**src/rtl/arbitro_vc.sv**
```systemverilog
// VC0/VC1 output-mux arbiter: VC0 has priority, and a starvation counter forces a VC1 grant.
// The mux selector is registered so that it lines up with the FIFO's one-cycle read latency.
module arbitro_vc #(
  parameter int CNT_W          = 4,
  parameter int DEFAULT_WEIGHT = 3
) (
  input  logic             clk,
  input  logic             reset_L,
  input  logic [CNT_W-1:0] weight_in,
  input  logic             fifo0_empty,
  input  logic             fifo1_empty,
  input  logic             down_almost_full,
  output logic             pop0,
  output logic             pop1,
  output logic             selector,
  output logic             sel_valid,
  output logic [1:0]       state
);

  typedef enum logic [1:0] {
    S_RESET  = 2'd0,
    S_INIT   = 2'd1,
    S_IDLE   = 2'd2,
    S_ACTIVE = 2'd3
  } state_t;

  localparam logic [CNT_W-1:0] DEF_W = CNT_W'(DEFAULT_WEIGHT);

  state_t           state_q, state_d;
  logic [CNT_W-1:0] cnt_q, cnt_d;
  logic [CNT_W-1:0] limit_q, limit_d;
  logic             selector_q, sel_valid_q;
  logic             pop0_c, pop1_c;

  always_ff @(posedge clk) begin
    if (!reset_L) begin
      state_q     <= S_RESET;
      cnt_q       <= '0;
      limit_q     <= DEF_W;
      selector_q  <= 1'b0;
      sel_valid_q <= 1'b0;
    end else begin
      state_q     <= state_d;
      cnt_q       <= cnt_d;
      limit_q     <= limit_d;
      sel_valid_q <= pop0_c | pop1_c;
      if (pop0_c | pop1_c) selector_q <= pop1_c;
    end
  end

  always_comb begin
    state_d = state_q;
    pop0_c  = 1'b0;
    pop1_c  = 1'b0;
    limit_d = limit_q;
    cnt_d   = cnt_q;
    case (state_q)
      S_RESET: state_d = S_INIT;
      S_INIT: begin
        limit_d = (weight_in == '0) ? DEF_W : weight_in;
        state_d = S_IDLE;
      end
      S_IDLE: if (!fifo0_empty || !fifo1_empty) state_d = S_ACTIVE;
      S_ACTIVE: begin
        if (fifo0_empty && fifo1_empty) state_d = S_IDLE;
        if (!down_almost_full) begin
          // VC0 wins unless VC1 is waiting and has been passed over limit times
          if (!fifo0_empty && (fifo1_empty || cnt_q < limit_q)) pop0_c = 1'b1;
          else if (!fifo1_empty)                              pop1_c = 1'b1;
        end
        if (pop0_c && !fifo1_empty)    cnt_d = (cnt_q == '1) ? cnt_q : cnt_q + 1'b1;
        else if (pop1_c || fifo1_empty) cnt_d = '0;
      end
      default: state_d = S_RESET;
    endcase
  end

  assign pop0      = pop0_c;
  assign pop1      = pop1_c;
  assign selector  = selector_q;
  assign sel_valid = sel_valid_q;
  assign state     = state_q;

endmodule

```
**config.mk**
```make
export PLATFORM = sky130hd
export DESIGN_NAME = arbitro_vc
export DESIGN_NICKNAME = d
export VERILOG_FILES = /design/src/rtl/arbitro_vc.sv
export SDC_FILE = /design/constraint.sdc
export NUM_CORES = 1
export LEC_CHECK = 0
export ABC_CLOCK_PERIOD_IN_PS = 1550
export CORE_MARGIN = 8
export CORE_UTILIZATION = 42
export DETAILED_ROUTE_END_ITERATION = 16
export PLACE_DENSITY = 0.71
export SLEW_MARGIN = 30
export SYNTH_ARGS = -nofsm -noshare
export SYNTH_HDL_FRONTEND = slang
export SYNTH_SLANG_ARGS = --single-unit
```
**constraint.sdc**
```tcl
create_clock -name clk -period 1.55 [get_ports clk]
set_input_delay 0.31 -clock clk [delete_from_list [all_inputs] [get_ports clk]]
set_output_delay 0.31 -clock clk [all_outputs]
set_load 0.01 [all_outputs]
```
==> reports/qor.yml, run 1 <==
die:
  pin_count: 15
  die_h_um: 55.5
  rows: 14
  die_width_um: 55.5
  design.core.area_um2: 1490
  start_util: 0.440
  die_area_um2: 3080
layout:
  drive_above_1_share: 0.474
  n_antenna_cell: 0
  regArea_um2: 245
  syn_to_final_growth_pct: 71.9
  fin_nets: 128
  multi_input_area_um2: 492
  final_area_um2: 1130
  fillers: 101
yosys:
  ys_types: 34
  netlist_area_um2: 656
  synth_warnings: 0
  synth_edf_count: 0
  synth_compound_area_frac: 0.292
  synth_top_family_by_area: "compound AO/OA/AOI/OAI gates"
  synth-adder-area-share: 0.0763
  syn_inst: 73
  synthSimpleGateAreaFrac: 0.166
  synth.avg_cell_area_um2: 8.98
  ys_ff_latch: 12
  ys_seq_area_frac: 0.366
  synthFlopType: "dfxtp_1"
  muxShareOfSynthArea: 0.0305
  synth-xor-area-share: 0.0267
  async_flop_share: 0
  synth_nets: 86
worst_hold_path:
  hp-class: "reg -> reg"
sta:
  timing.fmax_ghz: 0.514
  setup_viol: 7
  layout_setup_ws_ns: -0.395
  timing.final.crit_share: 1.25
  relSlewSlack: 0.730
  fin_skew_ns: 0.000464
  hold_violations: 0
  min_period_ns: 1.94
  worst_pin_slew_ns: 0.399
  rsz0062_at_grt: "yes"
  drv_slew: 0
clocking:
  h-tree-depth: 1
  clk_path_buf_depth: 2
  hold_buffers: 0
  cts_buffers: 3
  clk_latency_ns: 0.27
  cts_sinks: 12
  cts.clk_slew.worst_paths_ns: 0.08
  ctsRootBufferMaster: "clkbuf_4"
  cts_tree: "yes"
setup_path:
  cp.arrival_ns: 1.63
  cpPeakStageDelay_ns: 0.33
  cp.required_ns: 1.24
  cp_slowest_cell: "dfxtp_2"
  critical_path.cell_chain: "inv_2, ha_4, o211ai_4, buf_6, o21ai_4, nand2_2, nor2_2, buf_2"
  critPathTopFamily: "flip-flops"
  cp-end-kind: "primary output"
  path_buf_inv: 3
  criticalPathCategory: "reg -> out"
  critPathLaunchType: "flip-flop"
  path_max_fanout: 3
global_routing:
  grt_pass1_vias: 717
  antenna_found_initial: 0
  grt_pass1_wl_um: 3120
  grt_max_degree: 9
  grt_use_total: 0.119
  grt_overflow_total: 0
routing:
  ant_nets: 0
  vias: 723
  first_iter_violations: 18
  viasPerCell: 5.56
  drc: 0
  routed_wl_um: 2020
  first_pass_iters: 5
  wire_per_inst_um: 15.6
placed_design:
  hpwl_um: 1400
  placed_area_um2: 977
  io_buffers: 14
  gp_congestion: 0.763
outcome:
  status: "finished with violations"
  violations: "setup timing"
power:
  power_w: 0.000767
  leakage_nw: 0.455
  power_density_nw_per_um2: 681
  ir_drop_mv: 0.647
run:
  maxCapViolCount: 0
[cells by family (layout without fill, tap and decap cells)]
kind of cell / count (synthesis) / in the layout
and+or+nand+nor: 22 / 22
DFF: 12 / 12
AOI/OAI and AO/OA: 24 / 24
adders and majority gates: 4 / 4
buffers and inverters: 7 / 48
xor gates and xnor gates: 2 / 2
muxes: 2 / 2
[registers in the layout (all words and copies together) (netlist names)]
register and cells:
cnt_q 4, limit_q 4, sel_valid 1, selector 1, state 2
[what timing repair did]
item | 4_1_cts | 5_1_grt
setup buffers | 1 | 3
setup endpoints to repair | 8 | 7
gates cloned | 0 | 0
endpoints found under the hold margin | 0 | 0
resized for setup | 23 | 7
pin swaps | 5 | 7
[synth_stat cells (2+ instances only)]
cell type / instances / share of area
a21boi_1: 2 / 0.023
mux2i_1: 2 / 0.031
ha_1: 4 / 0.076
a211oi_2: 2 / 0.038
a21oi_1: 5 / 0.038
nand2_1: 5 / 0.029
dfxtp_1: 12 / 0.37
inv_1: 5 / 0.029
o22ai_1: 2 / 0.019
o21ai_2: 2 / 0.027
nand3_1: 2 / 0.015
nor2_1: 8 / 0.046
[worst register-to-register path: cells and delay by family, from the launching register on]
family / cells / cell delay (ns)
AOI/OAI and AO/OA: 3 / 0.52
adders and majority gates: 1 / 0.26
DFF: 1 / 0.33
buffers and inverters: 2 / 0.21
and+or+nand+nor: 1 / 0.24
[through the flow]
stage / utilization / hold WS (ns) / cells / setup WS (ns) / setup TNS, ns
finish: 0.757 / 0.510 / 130 / -0.395 / -1.06
floorplan: - / 0.372 / 73 / -0.0197 / -0.0197
global placement: 0.656 / 0.473 / 122 / -0.565 / -1.81
CTS: 0.725 / 0.506 / 127 / -0.460 / -0.712
global route: 0.757 / 0.529 / 130 / -0.463 / -1.53
detailed placement: 0.656 / 0.485 / 122 / -0.583 / -2.10
[metal layers]
metal	GRT usage	vias to the layer above	share of wire	wire, um
li1	-	347	-	-
met1	0.133	341	0.43	869
met2	0.196	29	0.49	982
met3	0.0388	6	0.060	122
met4	0.0634	0	0.024	48
met5	0	-	0	0
[path summary, 6_finish.rpt]
| kind | start | endpoint | slack, ns | cells past startpoint |
|---|---|---|---|---|
| max | limit_q[3] | pop1 | -0.39 | 8 |
| min | limit_q[1] | limit_q[1] | 0.51 | 2 |
| max reg2reg | limit_q[3] | cnt_q[2] | -0.07 | 7 |
| min reg2reg | limit_q[1] | limit_q[1] | 0.51 | 2 |
[cells in the final DEF, fill, tap and decap left out, drive strengths merged, types with 2 or more instances in the layout]
cell type / synthesis / final
dfxtp: 12 / 12
mux2i: 2 / 2
o21ai: 4 / 4
buf: 1 / 26
nand3: 2 / 2
o22ai: 2 / 2
dlygate4sd2: 0 / 2
a21boi: 2 / 2
a2111oi: 2 / 2
inv: 6 / 6
clkdlybuf4s50: 0 / 10
clkbuf: 0 / 4
a21oi: 5 / 5
nor2: 8 / 8
nand2: 6 / 6
a211oi: 2 / 2
ha: 4 / 4
[layout make-up]
type                            count  area share
Tap cell                           16      0.0178
Timing Repair Buffer               38       0.276
Inverter                            6      0.0200
Multi-Input combinational cell     54       0.436
Sequential cell                    12       0.218
Clock buffer                        4      0.0322
[where the power goes]
group,internal (W),switching (W),total [W]
Combinational,0.0000964,0.0000867,0.000183
Sequential,0.000322,0.00000741,0.000329
Clock,0.000143,0.000112,0.000255
No activity file was read; power rests on OpenSTA's default activity.
==> inputs of run 2 (changes only) <==
--- a/config.mk
+++ b/config.mk
@@ -14,3 +14,4 @@
 export SYNTH_ARGS = -nofsm -noshare
 export SYNTH_HDL_FRONTEND = slang
 export SYNTH_SLANG_ARGS = --single-unit
+export TNS_END_PERCENT = 100
==> results of run 2 <==
Same layout as run 1: the final DEF is identical, and so are final timing and power.
